$ cat config.mk
export PLATFORM = sky130hd
export DESIGN_NAME = dds_par_ctrl
export DESIGN_NICKNAME = d
export VERILOG_FILES = /design/src/rtl/dds_par_pkg.sv /design/src/rtl/dds_phase_timer.sv /design/src/rtl/dds_par_ctrl.sv
export SDC_FILE = /design/constraint.sdc
export NUM_CORES = 1
export LEC_CHECK = 0
export BUFFER_PORTS_ARGS = -buffer_cell sky130_fd_sc_hd__buf_2
export CORE_MARGIN = 3
export CORE_UTILIZATION = 52
export DETAILED_ROUTE_END_ITERATION = 8
export PLACE_DENSITY = 0.88
export SYNTH_ARGS = -nofsm -noshare
export SYNTH_HDL_FRONTEND = slang
export SYNTH_SLANG_ARGS = --single-unit
$ cat constraint.sdc
create_clock -name clk -period 2.1 [get_ports clk]
set_input_delay 0.315 -clock clk [delete_from_list [all_inputs] [get_ports clk]]
set_output_delay 0.315 -clock clk [all_outputs]
set_load 0.02 [all_outputs]
$ cat src/rtl/dds_par_pkg.sv
// Shared types and constants for the DDS 8-bit parallel-port sequencer.
// The address byte carries the read/write flag in its top bit.
package dds_par_pkg;

  typedef enum logic [2:0] {
    S_IDLE,
    S_SETUP,
    S_A_HI,
    S_D_LO,
    S_D_HI,
    S_HOLD,
    S_IOUP
  } state_t;

  localparam int RW_BIT  = 7;
  localparam int ADDR_W  = 7;
  localparam int CNT_MIN = 1;
  localparam int CNT_MAX = 255;

  function automatic logic [7:0] addr_byte(
    input logic              rw,
    input logic [ADDR_W-1:0] addr
  );
    logic [7:0] b;
    b = '0;
    b[ADDR_W-1:0] = addr;
    b[RW_BIT] = rw;
    return b;
  endfunction

  function automatic bit cnt_ok(input int v);
    return (v >= CNT_MIN) && (v <= CNT_MAX);
  endfunction

endpackage

$ cat src/rtl/dds_phase_timer.sv
// Loadable 8-bit down-counter with zero flag.
// Shared by the PCLK phase and IO_update timing.
module dds_phase_timer (
  input  logic       clk,
  input  logic       rstn,
  input  logic       load,
  input  logic [7:0] load_val,
  output logic       zero
);

  logic [7:0] cnt;

  always_ff @(posedge clk or negedge rstn) begin
    if (!rstn) begin
      cnt <= '0;
    end else if (load) begin
      cnt <= load_val;
    end else if (cnt != 8'd0) begin
      cnt <= cnt - 8'd1;
    end
  end

  assign zero = (cnt == 8'd0);

endmodule

$ cat src/rtl/dds_par_ctrl.sv
// DDS parallel-port sequencer: single register read/write plus
// IO_update generation, all pins driven from registers.
module dds_par_ctrl
  import dds_par_pkg::*;
#(
  parameter int PCLK_HALF  = 4,
  parameter int IOUP_WIDTH = 8
) (
  input  logic       clk,
  input  logic       rstn,
  input  logic       cmd_valid,
  output logic       cmd_ready,
  input  logic       cmd_rw,
  input  logic [6:0] cmd_addr,
  input  logic [7:0] cmd_data,
  input  logic       cmd_update,
  input  logic       upd_req,
  output logic       done,
  output logic [7:0] rsp_data,
  output logic       dds_csn,
  output logic       dds_rwn,
  output logic       dds_pclk,
  output logic [7:0] dds_data_out,
  input  logic [7:0] dds_data_in,
  output logic       dds_read_en,
  output logic       dds_ioup
);

  if (!cnt_ok(PCLK_HALF)) begin : g_bad_pclk
    $fatal(1, "PCLK_HALF out of range 1..255");
  end
  if (!cnt_ok(IOUP_WIDTH)) begin : g_bad_ioup
    $fatal(1, "IOUP_WIDTH out of range 1..255");
  end

  localparam logic [7:0] PH_LD = 8'(PCLK_HALF - 1);
  localparam logic [7:0] IU_LD = 8'(IOUP_WIDTH - 1);

  state_t     state;
  logic       rw_q;
  logic       upd_q;
  logic [6:0] addr_q;
  logic [7:0] data_q;
  logic       pend;
  logic       pend_clr;
  logic       tmr_load;
  logic [7:0] tmr_val;
  logic       tmr_zero;

  dds_phase_timer u_timer (
    .clk      (clk),
    .rstn     (rstn),
    .load     (tmr_load),
    .load_val (tmr_val),
    .zero     (tmr_zero)
  );

  // IDLE reloads every cycle so the count is fresh on departure
  always_comb begin
    tmr_val  = PH_LD;
    tmr_load = tmr_zero;
    unique case (state)
      S_IDLE: begin
        tmr_load = 1'b1;
        if (!cmd_valid) tmr_val = IU_LD;
      end
      S_HOLD: begin
        if (!rw_q && upd_q) tmr_val = IU_LD;
      end
      default: ;
    endcase
  end

  assign pend_clr  = (state == S_IDLE) && !cmd_valid && pend;
  assign cmd_ready = (state == S_IDLE);

  always_ff @(posedge clk or negedge rstn) begin
    if (!rstn) begin
      pend <= 1'b0;
    end else begin
      pend <= upd_req | (pend & ~pend_clr);
    end
  end

  always_ff @(posedge clk or negedge rstn) begin
    if (!rstn) begin
      state        <= S_IDLE;
      rw_q         <= 1'b0;
      upd_q        <= 1'b0;
      addr_q       <= '0;
      data_q       <= '0;
      done         <= 1'b0;
      rsp_data     <= '0;
      dds_csn      <= 1'b1;
      dds_rwn      <= 1'b1;
      dds_pclk     <= 1'b0;
      dds_data_out <= '0;
      dds_read_en  <= 1'b0;
      dds_ioup     <= 1'b0;
    end else begin
      done <= 1'b0;
      unique case (state)
        S_IDLE: begin
          if (cmd_valid) begin
            rw_q         <= cmd_rw;
            upd_q        <= cmd_update;
            addr_q       <= cmd_addr;
            data_q       <= cmd_data;
            dds_csn      <= 1'b0;
            dds_pclk     <= 1'b0;
            dds_rwn      <= cmd_rw;
            dds_data_out <= addr_byte(cmd_rw, cmd_addr);
            dds_read_en  <= 1'b0;
            state        <= S_SETUP;
          end else if (pend) begin
            dds_ioup <= 1'b1;
            state    <= S_IOUP;
          end
        end
        S_SETUP: begin
          if (tmr_zero) begin
            dds_pclk <= 1'b1;
            state    <= S_A_HI;
          end
        end
        S_A_HI: begin
          if (tmr_zero) begin
            dds_pclk <= 1'b0;
            if (rw_q) dds_read_en  <= 1'b1;
            else      dds_data_out <= data_q;
            state <= S_D_LO;
          end
        end
        S_D_LO: begin
          if (tmr_zero) begin
            dds_pclk <= 1'b1;
            state    <= S_D_HI;
          end
        end
        S_D_HI: begin
          if (tmr_zero) begin
            if (rw_q) rsp_data <= dds_data_in;
            dds_pclk <= 1'b0;
            dds_csn  <= 1'b1;
            dds_rwn  <= 1'b1;
            state    <= S_HOLD;
          end
        end
        S_HOLD: begin
          if (tmr_zero) begin
            dds_read_en <= 1'b0;
            if (!rw_q && upd_q) begin
              dds_ioup <= 1'b1;
              state    <= S_IOUP;
            end else begin
              done  <= 1'b1;
              state <= S_IDLE;
            end
          end
        end
        S_IOUP: begin
          if (tmr_zero) begin
            dds_ioup <= 1'b0;
            done     <= 1'b1;
            state    <= S_IDLE;
          end
        end
        default: state <= S_IDLE;
      endcase
    end
  end

endmodule

==> flow_summary.json, run 1 <==
{
  "dp_hpwl_um": 2990,
  "tightest_slew_ps": 544,
  "post_cts_resized": 0,
  "antenna_cells": 0,
  "grt_pass1_wl_um": 6970,
  "grt_util_all_layers": 0.203,
  "core-area_um2": 3720,
  "die_h_um": 68.7,
  "grt_overflow": 0,
  "fin_skew_ps": 7.28,
  "synth_edf_count": 0,
  "cts_tree": "done",
  "clockRootBuffer": "clkbuf_8",
  "synth_xor_area_frac": 0.0257,
  "min_period_ps": 1940,
  "vias_per_cell": 5.37,
  "postRouteAntennaNets": 0,
  "vias": 1556,
  "p_leak_nw": 1.20,
  "drcViolationCount": 0,
  "powerDensity_nw_per_um2": 1340,
  "grt_max_degree": 45,
  "startpoint_type": "register",
  "cts_made_buffers": 5,
  "ys_top_cells_by_count": "42 x dfrtp_1, 18 x nand2_1, 18 x o21ai_0, 17 x mux2_2",
  "path_delay_family": "flip-flops",
  "crit_required_ps": 1780,
  "wl_per_cell_um": 14.0,
  "synth_warnings": 0,
  "final_hold_viol_count": 0,
  "initial_core_util": 0.549,
  "finalCritPeriodShare": 0.923,
  "hp-class": "in -> async",
  "cap_violations": 0,
  "drt_wl_total_um": 4070,
  "crit_type": "reg -> out",
  "async_flop_share": 1.00,
  "ys_seq_area_frac": 0.540,
  "synth-adder-area-share": 0.00613,
  "syn_inst": 184,
  "fin_total_pwr_w": 0.00336,
  "firstDrtPassIters": 4,
  "synth_cell_types": 41,
  "arrival_ps": 1620,
  "status": "finished, final reports clean",
  "cts_setup_buffers": 0,
  "setup_viol": 0,
  "yosysMostFrequentCell": "dfrtp_1",
  "end_kind": "primary output",
  "crit_fanout": 13,
  "clockBufferDepth": 2,
  "grt_pass1_vias": 1568,
  "path_clk_slew_ps": 80,
  "insertion_delay_ps": 300,
  "rsz0062_at_grt": "no",
  "critPathBufInv": 2,
  "synth_top_area_frac": 0.515,
  "max_freq_mhz": 516,
  "drive_gt1_frac": 0.393,
  "vdd_drop_max_mv": 0.734,
  "yosysTopAreaCell": "dfrtp_1",
  "die_x_um": 68.7,
  "htreeDepth": 2,
  "synth_nets": 214,
  "slowest_delay_ps": 560,
  "dieArea_um2": 4710,
  "nFillCells": 304,
  "synth_compound_area_frac": 0.115,
  "crit_chain": "or3_1, inv_1, buf_2",
  "clock_sinks": 44,
  "max-slew-margin-rel": 0.637,
  "gp_congestion": 0.810,
  "synthMuxAreaShare": 0.133,
  "rows": 22,
  "antenna_found_initial": 0,
  "crit_slowest_cell": "dfrtp_1",
  "synth_ff_type": "dfrtp_1",
  "portBuffers": 51,
  "cts_hold_buf": 0,
  "finalNetCount": 271,
  "fin_util": 0.674,
  "syn_area_per_cell_um2": 11.1,
  "setup_tns_ps": 0,
  "synth-seq-cells": 44,
  "drtIter0Drc": 54,
  "area_growth_pct": 22.7,
  "synthSimpleGateAreaFrac": 0.146,
  "synthTopCellsByArea": "dfrtp_1 51%, mux2_2 9.4%, o21ai_0 4.4%",
  "synthesis.area_um2": 2040,
  "io_pins": 52,
  "finalMaxSlewViolations": 0,
  "synth_top_family_by_area": "simple AND/OR/NAND/NOR gates"
}
layout make-up:
class	instances	area (µm²)	area share
Sequential cell	44	1100	0.441
Multi-Input combinational cell	123	878	0.350
Timing Repair Buffer	58	308	0.123
Clock buffer	6	82.6	0.0330
Tap cell	48	60.1	0.0240
Clock inverter	2	38.8	0.0155
Inverter	9	33.8	0.0135
path summary, 6_finish.rpt:
kind / slack [ps] / startpoint / cells past startpoint / endpoint
worst max-delay path: 160 / state[2]$_DFFE_PN0P_ / 3 / cmd_ready
worst min-delay path: 90 / rstn / 2 / dds_read_en$_DFFE_PN0P_
worst max register to register: 180 / u_timer.cnt[0]$_DFFE_PN0P_ / 6 / state[2]$_DFFE_PN0P_
worst min register to register: 480 / dds_data_out[4]$_DFFE_PN0P_ / 2 / dds_data_out[4]$_DFFE_PN0P_
max in group asynchronous: 1630 / rstn / 2 / state[0]$_DFFE_PN0P_
min in group clk: 190 / upd_req / 2 / pend$_DFF_PN0_
kinds of logic (layout without fill, tap and decap cells):
| kind of cell | count (synthesis) | in the layout |
|---|---|---|
| and+or+nand+nor | 52 | 52 |
| DFF | 44 | 44 |
| AOI/OAI and AO/OA | 39 | 39 |
| muxes | 25 | 25 |
| buffers and inverters | 17 | 75 |
| xor gates and xnor gates | 6 | 6 |
| adders and majority gates | 1 | 1 |
metal layers:
layer | vias to the layer above | track usage | wire [µm]
li1 | 761 | - | -
met1 | 741 | 0.233 | 1720
met2 | 48 | 0.342 | 1980
met3 | 6 | 0.0713 | 300
met4 | 0 | 0.0868 | 63
met5 | - | 0 | 0
registers in the layout, indices dropped and copies added (netlist names), 3 cells and up:
register / flops
state: 3
u_timer.cnt: 8
dds_data_out: 8
rsp_data: 8
data_q: 8
stage by stage:
step	instances	hold slack, ps	worst slack [ps]	area [µm²]
after floorplan	184	19.4	198	2040
after global placement	282	417	156	2380
after detailed placement	282	428	82.5	2380
after CTS	290	99.1	72.1	2500
after global routing	290	111	23.2	2510
final	290	85.7	162	2510
report_power, final:
group          switching, W  internal (W)
registers          0.000302       0.00118
clock network      0.000281      0.000389
logic              0.000651      0.000562
total               0.00123       0.00213
cell usage in the layout (no fill, tap or decap), types with 2 or more instances in the layout:
cell type and n:
clkbuf_8 6, dfstp_2 2, xor2_1 2, o211ai_1 2, xnor2_1 4, a21o_1 2, dfrtp_1 41, nand4_1 2
buf_2 51, nand2_1 18, mux2i_1 8, inv_1 9, a31oi_1 2, nand3_1 6, a21oi_1 6, nor2_1 9
buf_4 7, o21ai_0 18, nor3b_1 2, o22ai_1 2, or3_1 2, mux2_2 17, nand2b_1 2
(Power assumes the default switching activity.)
==> run 2, diff against run 1 <==
- CAP_MARGIN: not set -> 40
- MAX_ROUTING_LAYER: not set -> met4
- SETUP_SLACK_MARGIN: not set -> 0.15
==> flow_summary.json, run 2 (synthesis results as in run 1) <==
{
  "io_pins": 52,
  "firstDrtPassIters": 4,
  "insertion_delay_ps": 300,
  "postRouteAntennaNets": 0,
  "htreeDepth": 2,
  "die_x_um": 68.7,
  "gp_congestion": 0.822,
  "drtIter0Drc": 76,
  "die_h_um": 68.7,
  "cts_hold_buf": 0,
  "startpoint_type": "register",
  "p_leak_nw": 1.23,
  "finalNetCount": 275,
  "min_period_ps": 1860,
  "portBuffers": 51,
  "setup_tns_ps": 0,
  "grt_pass1_vias": 1575,
  "vias": 1578,
  "slowest_delay_ps": 420,
  "setup_viol": 0,
  "cts_made_buffers": 5,
  "max_freq_mhz": 536,
  "rsz0062_at_grt": "no",
  "end_kind": "register",
  "intPower_w": 0.00217,
  "powerDensity_nw_per_um2": 1340,
  "finalCritPeriodShare": 0.888,
  "clkPwrFrac": 0.195,
  "path_clk_slew_ps": 80,
  "cap_violations": 0,
  "grt_util_all_layers": 0.210,
  "core-area_um2": 3720,
  "grt_pass1_wl_um": 7000,
  "status": "finished, final reports clean",
  "vias_per_cell": 5.37,
  "final_hold_viol_count": 0,
  "fin_total_pwr_w": 0.00343,
  "layout_commonest_cell": "buf_2",
  "rr_worst_depth": 7,
  "layout_common_cells": "51 x buf_2, 39 x dfrtp_1, 18 x o21ai_0, 18 x nand2_1, 17 x mux2_2",
  "crit_chain": "inv_1, ha_2, or3b_4, o211ai_1, buf_4, o21ai_0, o2bb2ai_1",
  "crit_fanout": 5,
  "max-slew-margin-rel": 0.648,
  "wl_per_cell_um": 14.2,
  "crit_slowest_cell": "or3b_4",
  "grt_overflow": 0,
  "regArea_um2": 1110,
  "vdd_drop_max_mv": 0.737,
  "hp-class": "in -> async",
  "rows": 22,
  "seq_power_share": 0.426,
  "p_comb_frac": 0.379,
  "clock_sinks": 44,
  "dp_hpwl_um": 2990,
  "initial_core_util": 0.549,
  "arrival_ps": 2080,
  "finalMaxSlewViolations": 0,
  "multi_input_area_um2": 888,
  "clockBufferDepth": 2,
  "tightest_slew_ps": 523,
  "dieArea_um2": 4710,
  "antenna_cells": 0,
  "drive_gt1_frac": 0.419,
  "antenna_found_initial": 0,
  "crit_type": "reg -> reg",
  "crit_required_ps": 2320,
  "fin_skew_ps": 8.03,
  "area_growth_pct": 24.9,
  "clockRootBuffer": "clkbuf_8",
  "p_sw_w": 0.00125,
  "nFillCells": 296,
  "drt_wl_total_um": 4170,
  "cts_tree": "done",
  "grt_max_degree": 45,
  "sw_frac_of_total": 0.366,
  "rrSetupSlack_ps": 240,
  "drcViolationCount": 0
}
[run 2: cell types whose count changed in the layout (fill, tap and decap cells not counted)]
| cell | delta |
|---|---|
| buf_4 | +3 |
| clkbuf_4 | +1 |
| dfrtp_1 | -2 |
| dfrtp_2 | +1 |
| dfrtp_4 | +1 |
| nor3b_1 | -1 |
| nor3b_2 | +1 |
| or3_1 | -1 |
| or3_4 | +1 |
[run 2: worst max-delay path: cells and delay by family (launching register included)]
kind	cells	cell delay [ps]
adder cells (fa/ha/maj)	1	210
flip-flops	1	410
buffers and inverters	2	240
AND/OR/NAND/NOR	1	420
AO/OA/AOI/OAI	3	490
[run 2: final timing paths]
path | start | endpoint
worst max-delay path | u_timer.cnt[0]$_DFFE_PN0P_ | state[2]$_DFFE_PN0P_
worst min-delay path | rstn | dds_read_en$_DFFE_PN0P_
worst max register to register | u_timer.cnt[0]$_DFFE_PN0P_ | state[2]$_DFFE_PN0P_
worst min register to register | dds_data_out[4]$_DFFE_PN0P_ | dds_data_out[4]$_DFFE_PN0P_
max in group asynchronous | rstn | state[0]$_DFFE_PN0P_
min in group clk | upd_req | pend$_DFF_PN0_
[run 2: metrics by stage]
step	std cells	cell area [µm²]	setup slack [ps]	hold WS, ps	util
after floorplan	184	2040	198	19.4	-
after detailed placement	282	2380	82.5	428	0.640
after global placement	282	2380	156	417	0.640
final	294	2550	235	87.7	0.687
after global routing	294	2550	150	111	0.687
after CTS	291	2510	156	99.1	0.676
[run 2: power by group through the flow]
stage	registers, W	logic [W]	clock network (W)
floorplan	0.00154	0.000783	0
detailed placement	0.00149	0.00121	0
finish	0.00146	0.00130	0.000669
global placement	0.00147	0.00117	0
CTS	0.00148	0.00123	0.000688
global route	0.00151	0.00146	0.000726
[run 2: metal layers]
metal	routed length [µm]	vias up	GRT usage
li1	-	770	-
met1	1740	748	0.234
met2	2060	54	0.344
met3	312	6	0.0697
met4	63	0	0.0868
met5	0	-	-
[run 2: layout make-up]
| cell class | instances | share of cell area |
|---|---|---|
| flip-flops and latches | 44 | 0.435 |
| multi-input cells | 123 | 0.348 |
| repair buffers | 62 | 0.132 |
| clock buffers | 6 | 0.0324 |
| well taps | 48 | 0.0235 |
| clock inverters | 2 | 0.0152 |
| inverters | 9 | 0.0132 |
[run 2: what timing repair did]
action | 4_1_cts | 5_1_grt
gates resized for setup | 2 | 6
setup endpoints to repair | 10 | 19
hold endpoints to repair | 0 | 0
pin swaps | 1 | 0
gates cloned | 0 | 0
setup buffers | 1 | 3
==> run 3, diff against run 2 <==
- CELL_PAD_IN_SITES_DETAIL_PLACEMENT: not set -> 0
- CELL_PAD_IN_SITES_GLOBAL_PLACEMENT: not set -> 1
- CORE_UTILIZATION: 52 -> 40
- TNS_END_PERCENT: not set -> 5
==> flow_summary.json, run 3 (synthesis results as in run 1) <==
{
  "drive_gt1_frac": 0.401,
  "grt_overflow": 0,
  "clockBufferDepth": 2,
  "initial_core_util": 0.424,
  "reg2reg_from": "u_timer.cnt[4]$_DFFE_PN0P_",
  "layout_common_cells": "51 x buf_2, 40 x dfrtp_1, 18 x o21ai_0, 18 x nand2_1, 17 x mux2_2",
  "cts_tree": "done",
  "arrival_ps": 1540,
  "crit_type": "reg -> out",
  "reg2reg_to": "rsp_data[4]$_DFFE_PN0P_",
  "slowest_delay_ps": 540,
  "drtIter0Drc": 125,
  "setup_tns_ps": 0,
  "core-area_um2": 4820,
  "grt_util_all_layers": 0.153,
  "path_clk_slew_ps": 80,
  "whs_path_depth": 2,
  "dieArea_um2": 6000,
  "max_freq_mhz": 540,
  "layout_commonest_cell": "buf_2",
  "hp-class": "in -> reg",
  "rsz0062_at_grt": "yes",
  "rrSetupSlack_ps": 270,
  "rr_worst_depth": 4,
  "crit_slowest_cell": "dfrtp_1",
  "vias_per_cell": 5.07,
  "finalNetCount": 276,
  "wl_per_cell_um": 13.4,
  "drt_wl_total_um": 4220,
  "dp_hpwl_um": 3090,
  "die_x_um": 77.5,
  "io_pins": 52,
  "crit_chain": "or3_1, inv_1, buf_2",
  "max-slew-margin-rel": 0.650,
  "powerDensity_nw_per_um2": 1290,
  "startpoint_type": "register",
  "firstDrtPassIters": 4,
  "postRouteAntennaNets": 0,
  "crit_required_ps": 1780,
  "vias": 1593,
  "hold-path-endpoint": "pend$_DFF_PN0_",
  "antenna_found_initial": 0,
  "die_h_um": 77.5,
  "drcViolationCount": 0,
  "finalCritPeriodShare": 0.881,
  "antenna_cells": 0,
  "fin_skew_ps": 14.4,
  "vdd_drop_max_mv": 0.497,
  "min_period_ps": 1850,
  "portBuffers": 51,
  "fin_util": 0.531,
  "rows": 25,
  "final_hold_viol_count": 0,
  "htreeDepth": 2,
  "status": "finished, final reports clean",
  "insertion_delay_ps": 310,
  "gp_congestion": 0.811,
  "crit_fanout": 14,
  "cts_made_buffers": 5,
  "grt_pass1_vias": 1431,
  "clock_sinks": 44,
  "area_growth_pct": 25.2,
  "end_kind": "primary output",
  "p_leak_nw": 1.21,
  "grt_pass1_wl_um": 7090,
  "finalMaxSlewViolations": 0,
  "grt_max_degree": 26,
  "tightest_slew_ps": 521,
  "hold_start": "upd_req",
  "setup_viol": 0,
  "cap_violations": 0,
  "clockRootBuffer": "clkbuf_8"
}
run 3: worst max-delay path by stage:
stage | endpoint | from | slack, ps | depth (start not counted)
after global routing | state[2]$_DFFE_PN0P_ | u_timer.cnt[0]$_DFFE_PN0P_ | 130 | 6
after detailed placement | rsp_data[4]$_DFFE_PN0P_ | u_timer.cnt[0]$_DFFE_PN0P_ | 90 | 6
final | cmd_ready | state[1]$_DFFE_PN0P_ | 250 | 3
after global placement | rsp_data[0]$_DFFE_PN0P_ | u_timer.cnt[0]$_DFFE_PN0P_ | 160 | 6
after CTS | cmd_ready | state[2]$_DFFE_PN0P_ | 200 | 3
after floorplan | rsp_data[0]$_DFFE_PN0P_ | u_timer.cnt[0]$_DFFE_PN0P_ | 200 | 6
run 3: repair_timing:
item | CTS | global route
gates resized for setup | 1 | 4
buffers inserted | 0 | 2
hold endpoints to repair | 19 | 0
pin swaps | 0 | 1
endpoints found under the setup margin | 9 | 9
hold buffers | 1 | 0
run 3: area by class of cell:
cell class,count,area [µm²]
multi-input cells,123,888
flip-flops and latches,44,1110
well taps,67,83.8
fillers,466,2260
clock buffers,6,72.6
repair buffers,63,360
inverters,9,33.8
clock inverters,2,12.5
run 3: worst max-delay path, delay by kind of cell (launching register included):
| family | cells | cell delay (ps) |
|---|---|---|
| flip-flops | 1 | 540 |
| AND/OR/NAND/NOR | 1 | 430 |
| buffers and inverters | 2 | 260 |
run 3: power by group:
group	switching (W)	total [W]	internal, W	leakage [nW]
clock	0.000285	0.000517	0.000232	0.0412
combinational	0.000696	0.00132	0.000621	0.650
sequential	0.000278	0.00146	0.00118	0.521
total	0.00126	0.00329	0.00204	1.21
run 3: metal layers:
layer	track usage	wire length, µm	up-vias
met5	-	0	-
met3	0.0441	300	7
met1	0.210	1980	763
met4	0.0534	70	0
li1	-	-	775
met2	0.217	1860	48
run 3: metrics by stage:
| stage | total power, W | hold slack, ps | cells | setup slack, ps | area (µm²) |
|---|---|---|---|---|---|
| floorplan | 0.00232 | 19.4 | 184 | 198 | 2040 |
| global placement | 0.00271 | 314 | 303 | 160 | 2430 |
| detailed placement | 0.00275 | 297 | 303 | 91.6 | 2430 |
| CTS | 0.00329 | 181 | 312 | 202 | 2530 |
| global route | 0.00356 | 183 | 314 | 130 | 2560 |
| finish | 0.00329 | 190 | 314 | 249 | 2560 |
